[src/rtl/lcd_pixel_sink.sv]
// rtl/lcd_pixel_sink.sv - PPU background pixel sink: palette map, 2bpp packing, framebuffer write FIFO.
module lcd_pixel_sink #(
    parameter int          FIFO_DEPTH  = 4,
    parameter int          LINE_PIXELS = 160,
    parameter int          LINES       = 144,
    parameter logic [12:0] FB_BASE     = 13'h0000
) (
    input  logic        clk,
    input  logic        rst_n,
    input  logic        lcd_en,
    input  logic [1:0]  ppu_mode,
    input  logic [1:0]  px_in,
    input  logic        px_valid,
    input  logic [7:0]  bgp,
    output logic        fb_we,
    output logic [12:0] fb_addr,
    output logic [7:0]  fb_data,
    input  logic        fb_ready,
    output logic        line_done,
    output logic        frame_done,
    output logic        overflow,
    output logic [7:0]  cur_line
);

    localparam int          PW       = $clog2(FIFO_DEPTH);
    localparam logic [1:0]  M_VBLANK = 2'd1;
    localparam logic [1:0]  M_DRAW   = 2'd3;

    logic [7:0]  x_q, x_d;
    logic [7:0]  line_q, line_d;
    logic [1:0]  cnt_q, cnt_d;
    logic [7:0]  pack_q, pack_d;
    logic [1:0]  mode_q;
    logic        line_done_q, line_done_d;
    logic        frame_done_q, frame_done_d;
    logic        overflow_q, overflow_d;
    logic [PW:0] wr_ptr_q, wr_ptr_d;
    logic [PW:0] rd_ptr_q, rd_ptr_d;
    logic [20:0] mem [FIFO_DEPTH];

    logic        accept, line_end, vblank_entry;
    logic [1:0]  shade;
    logic [7:0]  pack_next;
    logic [12:0] line_x40, byte_addr;
    logic [2:0]  pad_shift;
    logic        push_req, push, pop, empty, full;
    logic [7:0]  push_data;

    always_comb begin
        shade        = bgp[{px_in, 1'b0} +: 2];
        pack_next    = {pack_q[5:0], shade};
        accept       = lcd_en && px_valid && (ppu_mode == M_DRAW)
                       && (x_q < 8'(LINE_PIXELS)) && (line_q < 8'(LINES));
        line_end     = lcd_en && (mode_q == M_DRAW) && (ppu_mode != M_DRAW);
        vblank_entry = lcd_en && (ppu_mode == M_VBLANK) && (mode_q != M_VBLANK);
        line_x40     = ({5'd0, line_q} << 5) + ({5'd0, line_q} << 3);
        byte_addr    = FB_BASE + line_x40 + {7'd0, x_q[7:2]};
        // Partial byte is left-justified: shift by 2*(4-count) bits.
        pad_shift    = {2'd0 - cnt_q, 1'b0};

        push_req  = 1'b0;
        push_data = 8'd0;
        if (accept && cnt_q == 2'd3) begin
            push_req  = 1'b1;
            push_data = pack_next;
        end else if (line_end && cnt_q != 2'd0) begin
            push_req  = 1'b1;
            push_data = pack_q << pad_shift;
        end

        empty = (wr_ptr_q == rd_ptr_q);
        full  = (wr_ptr_q[PW] != rd_ptr_q[PW])
                && (wr_ptr_q[PW-1:0] == rd_ptr_q[PW-1:0]);
        pop   = !empty && fb_ready;
        push  = push_req && (!full || pop);
    end

    always_comb begin
        x_d          = x_q;
        line_d       = line_q;
        cnt_d        = cnt_q;
        pack_d       = pack_q;
        line_done_d  = 1'b0;
        frame_done_d = 1'b0;
        overflow_d   = overflow_q || (push_req && !push);
        wr_ptr_d     = push ? wr_ptr_q + 1'b1 : wr_ptr_q;
        rd_ptr_d     = pop  ? rd_ptr_q + 1'b1 : rd_ptr_q;

        if (accept) begin
            x_d    = x_q + 8'd1;
            cnt_d  = cnt_q + 2'd1;
            pack_d = pack_next;
        end
        if (line_end) begin
            x_d    = 8'd0;
            cnt_d  = 2'd0;
            pack_d = 8'd0;
            if (line_q < 8'(LINES)) begin
                line_d      = line_q + 8'd1;
                line_done_d = 1'b1;
            end
        end
        // Frame restart wins over the line increment when DRAW exits straight into V_BLANK.
        if (vblank_entry) begin
            line_d       = 8'd0;
            x_d          = 8'd0;
            cnt_d        = 2'd0;
            pack_d       = 8'd0;
            frame_done_d = 1'b1;
        end
    end

    always_ff @(posedge clk or negedge rst_n) begin
        if (!rst_n) begin
            x_q          <= '0;
            line_q       <= '0;
            cnt_q        <= '0;
            pack_q       <= '0;
            mode_q       <= '0;
            line_done_q  <= 1'b0;
            frame_done_q <= 1'b0;
            overflow_q   <= 1'b0;
            wr_ptr_q     <= '0;
            rd_ptr_q     <= '0;
        end else if (!lcd_en) begin
            x_q          <= '0;
            line_q       <= '0;
            cnt_q        <= '0;
            pack_q       <= '0;
            mode_q       <= '0;
            line_done_q  <= 1'b0;
            frame_done_q <= 1'b0;
            overflow_q   <= 1'b0;
            wr_ptr_q     <= '0;
            rd_ptr_q     <= '0;
        end else begin
            x_q          <= x_d;
            line_q       <= line_d;
            cnt_q        <= cnt_d;
            pack_q       <= pack_d;
            mode_q       <= ppu_mode;
            line_done_q  <= line_done_d;
            frame_done_q <= frame_done_d;
            overflow_q   <= overflow_d;
            wr_ptr_q     <= wr_ptr_d;
            rd_ptr_q     <= rd_ptr_d;
        end
    end

    always_ff @(posedge clk) begin
        if (push) begin
            mem[wr_ptr_q[PW-1:0]] <= {byte_addr, push_data};
        end
    end

    // Head is masked while empty so the outputs read zero out of reset and after a clear.
    always_comb begin
        fb_we = !empty;
        {fb_addr, fb_data} = empty ? 21'd0 : mem[rd_ptr_q[PW-1:0]];
    end

    assign line_done  = line_done_q;
    assign frame_done = frame_done_q;
    assign overflow   = overflow_q;
    assign cur_line   = line_q;

endmodule
[config.mk]
export PLATFORM = sky130hd
export DESIGN_NAME = lcd_pixel_sink
export DESIGN_NICKNAME = d
export VERILOG_FILES = /design/src/rtl/lcd_pixel_sink.sv
export SDC_FILE = /design/constraint.sdc
export NUM_CORES = 1
export LEC_CHECK = 0
export ABC_AREA = 1
export CAP_MARGIN = 20
export CORE_UTILIZATION = 54
export CTS_BUF_LIST = sky130_fd_sc_hd__clkbuf_8
export CTS_CLUSTER_DIAMETER = 200
export DETAILED_ROUTE_END_ITERATION = 6
export GPL_ROUTABILITY_DRIVEN = 0
export PLACE_DENSITY = 0.78
export SYNTH_ARGS = -nofsm -noshare
export SYNTH_HDL_FRONTEND = slang
export SYNTH_SLANG_ARGS = --single-unit
[constraint.sdc]
create_clock -name clk -period 2.39 [get_ports clk]
set_input_delay 0.478 -clock clk [delete_from_list [all_inputs] [get_ports clk]]
set_output_delay 0.478 -clock clk [all_outputs]
set_load 0.03 [all_outputs]
### After elaboration in Yosys (flattened, before gate mapping)

Memory sizes are Yosys's and may differ from the RTL's.
Index checks and enable logic that the tools add are counted.

| cells by class | value |
|---|---|
| $add $sub $neg | 8 |
| magnitude comparators | 2 |
| equal/unequal tests | 14 |
| shift operators | 2 |
| multiplexer cells | 34 |
| reduce and logical (&&, ||, !) cells | 21 |

Operator list:

| kind | number |
|---|---|
| 8-bit 2-to-1 mux | 14 |
| 21-bit 2-to-1 mux | 1 |
| 8-bit by 1-bit adder with 8-bit output, second input constant | 2 |
| 8-bit less-than comparator, second input constant | 2 |
| 1-bit logical AND | 14 |
| 13-bit by 11-bit adder with 13-bit output | 1 |
| 13-bit by 6-bit adder with 13-bit output | 1 |
| 3-bit 2-to-1 mux | 4 |
| 1-bit 2-to-1 mux | 10 |
| 2-bit 2-to-1 mux | 5 |
| 8-bit by 4-bit indexed part select with 2-bit output | 1 |
| 8-bit by 3-bit << shifter with 8-bit output | 1 |
| 3-bit by 1-bit adder with 3-bit output, second input constant | 2 |
| 2-bit == test, second input constant | 3 |
| 2-bit by 1-bit inequality test with 1-bit output, second input constant | 3 |
| 3-bit by 1-bit inequality test with 1-bit output, second input constant | 2 |
| 4-bit by 1-bit inequality test with 1-bit output, second input constant | 1 |
| 3-bit == test | 1 |
| 1-bit logical NOT | 3 |
| 2-bit by 1-bit adder with 2-bit output, second input constant | 1 |
| 2-bit by 1-bit == test with 1-bit output, second input constant | 1 |
| 2-bit == test | 1 |
| 1-bit logical OR | 2 |
| 2-bit inequality test, second input constant | 1 |
| other kinds (4) | 4 |

| storage, ports and cells | value |
|---|---|
| register bits | 37 |
| bits in writable memories | 84 |
| input bits | 17 |
| output and inout bits | 33 |
| logic and storage cells | 92 |
| memories kept | 1 |

Memories:

| memory | depth | bits a word | read ports | clocked after memory_dff | wr ports | line | RTL |
|---|---|---|---|---|---|---|---|
| mem | 4 | 21 | 1 | 0 | 1 | 39 | `logic [20:0] mem [FIFO_DEPTH];` |

### Depth between registers and ports, before layout

| logic depth | value |
|---|---|
| word-level depth | 11 |
| gate-level depth with buffers | 11 |
| mapped depth without buffers | 10 |

### Worst setup path before layout

OpenSTA, ideal clock, no wires.

| timing path | value |
|---|---|
| kind | reg2reg |
| from | register line_q[4], in the netlist cur_line[4] |
| to | memory mem[2][0] (enable) |
| arrival | 2131 ps |
| data required time | 1991 ps |
| path slack | -139 ps |
| stages on the path, launching flop included | 8 |
| buffers on the path | 0 |
| cell sequence | dfrtp_1 > nor2_1 > nand2_1 > nand2_1 > nand3_4 > nand2_4 > nand2_2 > nor2_1 |

| between the ends | value |
|---|---|
| cells in the longest elaborated chain, start to end | 7 |

Ends and longest elaborated chain:

| element | line | RTL |
|---|---|---|
| from (decl) | 30 | `logic [7:0] line_q, line_d;` |
| from (signal assigned) | 138 | `line_q <= line_d;` |
| 8-bit less-than comparator | 53 | `&& (x_q < 8'(LINE_PIXELS)) && (line_q < 8'(LINES));` |
| 1-bit logical AND | 53 |  |
| 1-bit logical AND | 63 | `if (accept && cnt_q == 2'd3) begin` |
| 1-bit 2-to-1 mux | 63 |  |
| 1-bit logical AND | 75 | `push = push_req && (!full \|\| pop);` |
| 1-bit 2-to-1 mux | 151 | `if (push) begin` |
| 1-bit 2-to-1 mux (implied by the code) | 152 | `mem[wr_ptr_q[PW-1:0]] <= {byte_addr, push_data};` |
| to (decl) | 39 |  |

No other way between the ends.

### Worst setup path in the final report

| timing path | value |
|---|---|
| from | register rd_ptr_q[0] |
| to | output fb_addr[11] |

| between the ends | value |
|---|---|
| cells in the longest elaborated chain, start to end | 2 |

Ends and longest elaborated chain:

| element | line | RTL |
|---|---|---|
| from (decl) | 38 | `logic [PW:0] rd_ptr_q, rd_ptr_d;` |
| from (signal assigned) | 146 | `rd_ptr_q <= rd_ptr_d;` |
| memory 4 x 21 bit / 3-bit == test (equally long branches) | - |  |
| 21-bit 2-to-1 mux * | 159 | `{fb_addr, fb_data} = empty ? 21'd0 : mem[rd_ptr_q[PW-1:0]];` |
| to (decl) | 16 | `output logic [12:0] fb_addr,` |

Every way passes the cells marked *; elsewhere a longest branch is shown, timed or not.

==> results.tsv <==
stage	metric	value	unit
min_path	holdCritPathClass	input port to async pin	
critical_path	worst_path_largest_cell_delay	0.44	ns
cts	cts_buffers	17	
grt	grt_antenna_before_repair	0	
grt	gr-usage-all-layers	23.4	%
grt	gr-usage-met2	39.0	%
timing	finalHoldViolations	0	
cells_and_area	multi_input_area	2260	µm²
floorplanning	fp.dieArea	11600	µm²
routing	via_count	4472	
grt	grt_use_met3	5.57	%
floorplanning	die_h	108	µm
cells_and_area	final_nets	711	
place	dp_hpwl	8330	µm
critical_path	path_class	flip-flop to output pin	
routing	drc	0	
yosys	synth_largest_area_cell	edfxtp_1	
grt	grt_pass1_vias	4273	
cts	clock_latency	0.43	ns
timing	final.setup.tns	0	ns
cells_and_area	fillCellCount	818	
yosys	synthTopCellsByCount	88 x nor2_1, 84 x edfxtp_1, 83 x nand2_1	
yosys	ys_top_cells_by_area	edfxtp_1 42%, dfrtp_1 15%, nor2_1 5.5%	
routing	first_iter_violations	284	
cells_and_area	stdcell_area	7270	µm²
yosys	synth_fp_nets	635	
yosys	synth_edf_count	84	
yosys	synthArstFlopShare	30.6	%
yosys	synth_area_per_cell	10.2	µm²
power	finalPower	0.00429	W
yosys	synth_top_family_by_area	simple AND/OR/NAND/NOR gates	
yosys	ys_seq_area_share	57.1	%
floorplanning	die_width	108	µm
yosys	synthFlopType	edfxtp_1	
cells_and_area	diodes	0	
timing	fmax	435	MHz
cts	clock_path_buffers	2	
yosys	synth_mux_area_share	0	%
grt	grt_max_degree	31	
yosys	synth.most_common_cell	nor2_1	
grt	grt-ovfl-total	0	
cts	cts-root-buf	clkbuf_8	
place	numPortBuffers	49	
routing	totalWireLength	12400	µm
critical_path	required	1.91	ns
routing	final_antenna_net_count	0	
place	dp.cells	789	
timing	post-route-period-util	96.3	%
critical_path	critPathSlowestCell	dfrtp_2	
cells_and_area	area_growth	20.4	%
place	place_area	6860	µm²
cells_and_area	ff_latch_area	3450	µm²
floorplanning	core_area	10900	µm²
critical_path	cp_cell_sequence	clkinv_1, buf_4, nor2_1, o32ai_1, nand2_1, inv_1, buf_2	
critical_path	cp_data_arrival_time	1.82	ns
yosys	synth-simple-area-share	18.3	%
timing	setup_violations	0	
critical_path	path_max_fanout	11	
power	power_leakage	3.31	nW
yosys	yosysTopAreaCellShare	41.8	%
yosys	synth_cell_types	40	
cells_and_area	fin_util	66.7	%
floorplanning	io_pins	50	
grt	grt_busiest_layer	met2	
yosys	yosysWarnings	0	
critical_path	crit_family	buffers and inverters	
cts	tritoncts	done	
run_status	outcome	finished, final reports clean	
timing	slew_headroom	59.3	%
yosys	synth-compound-area-share	10.6	%
critical_path	worstReg2RegEnd	mem[2][20]$_DFFE_PP_	
timing	drv_slew	0	
yosys	synth-xor-area-share	1.74	%
yosys	synth-seq-cells	121	
routing	drtPass1Iterations	5	
yosys	yosys.area_share.adder	5.64	%
routing	vias_per_cell	5.45	
routing	wl_per_cell	15.1	µm
floorplanning	std_cell_rows	38	
floorplanning	initial_core_util	55.4	%
timing	post-route-min-period	2.30	ns
cells_and_area	drive_gt1_share	20.3	%
timing	finClkSkew	0.0130	ns
critical_path	critPathCaptureType	output pin	
critical_path	rrSetupSlack	0.15	ns
cts	clkSinkCount	121	
job	cap_violations	0	
power	cellPowerDensity	591	nW/µm²
critical_path	r2r-start	cur_line[0]$_DFFE_PN0P_	
grt	grt_pass1_wl	20500	µm
power	irDropWorstVdd	0.328	mV
critical_path	reg2reg_depth	10	
cts	htree_num_levels	4	
critical_path	crit_buf_inv	4	
cts	clk_pin_slew_worst_paths	0.06	ns
yosys	netlist_instances	592	
grt	grt_use_met1	29.7	%
timing	tightest_slew	0.610	ns
yosys	syn_area	6040	µm²
cells_and_area	stdcell_count	821	
critical_path	startpoint_type	flip-flop	
[state kept, by name (all words and copies together), names as in the netlist, 2 cells and up]
name and count:
mem 84, cur_line 8, pack_q 8, x_q 8
rd_ptr_q 3, wr_ptr_q 3, cnt_q 2, mode_q 2
[what timing repair did]
action,4_1_cts,5_1_grt
setup endpoints to repair,21,28
hold buffers,0,0
gates resized for setup,70,55
gates cloned,0,0
pin swaps,0,0
setup buffers,0,0
[worst max path at each step]
stage | startpoint | to | cells past startpoint
floorplan | cur_line[4]$_DFFE_PN0P_ | mem[2][0]$_DFFE_PP_ | 7
global placement | rd_ptr_q[0]$_DFFE_PN0P_ | fb_addr[10] | 7
detailed placement | rd_ptr_q[0]$_DFFE_PN0P_ | fb_addr[10] | 7
CTS | rd_ptr_q[0]$_DFFE_PN0P_ | fb_addr[10] | 6
global route | rd_ptr_q[0]$_DFFE_PN0P_ | fb_addr[0] | 7
finish | rd_ptr_q[0]$_DFFE_PN0P_ | fb_addr[11] | 7
[logic make-up (layout without fill, tap and decap cells)]
logic type	after synthesis	in the layout
fa+ha+maj	26	26
simple gates	240	240
xor+xnor	12	12
flops	121	121
buf+inv	98	187
compound gates	95	95
[cell type report]
type,instances,share of cell area (%)
Sequential cell,121,47.5
Multi-Input combinational cell,373,31.1
Timing Repair Buffer,79,9.18
Inverter,76,3.96
Clock buffer,19,3.60
Tap cell,140,2.41
Clock inverter,13,2.20
[power breakdown]
group	total [W]	switching [W]	internal (W)
combinational	0.000162	0.000101	0.0000611
sequential	0.00224	0.00000566	0.00223
clock	0.00189	0.000727	0.00117
total	0.00429	0.000834	0.00346
[layer usage]
metal	vias to the layer above	routed length (µm)
li1	2176	-
met1	2125	5240
met2	152	6240
met3	19	733
met4	0	201
met5	-	0
[cells in the final DEF, fill, tap and decap left out, types with 2 or more instances in the layout]
cell type	count
edfxtp_1	84
o22ai_1	5
o21ai_2	4
nor2_8	2
nand2_4	4
clkinv_2	5
o32ai_1	14
buf_2	21
o21ai_1	5
a31oi_1	2
buf_12	4
nand2_1	81
a21oi_1	9
xor2_1	8
inv_1	70
clkdlybuf4s50_1	26
clkbuf_8	19
nand3_1	38
ha_1	24
dfrtp_2	5
o22ai_2	6
buf_4	25
o21ai_0	36
xnor2_1	3
o211ai_1	4
nor3_1	3
inv_2	7
nand2_2	9
dfrtp_1	32
o32ai_2	7
clkinv_1	2
bufinv_16	4
nor2_4	2
nor2_1	88
nor2_2	2
nand4_1	6
[per-stage QoR]
stage | setup slack, ns | hold WS, ns
after CTS | -0.0608 | 0.0477
final | 0.0889 | 0.0559
after global placement | 0.0499 | 0.509
after global routing | -0.00345 | 0.0526
after detailed placement | -0.000864 | 0.515
after floorplan | -0.139 | 0.182
Note: power is estimated with default switching activity, not from simulation.
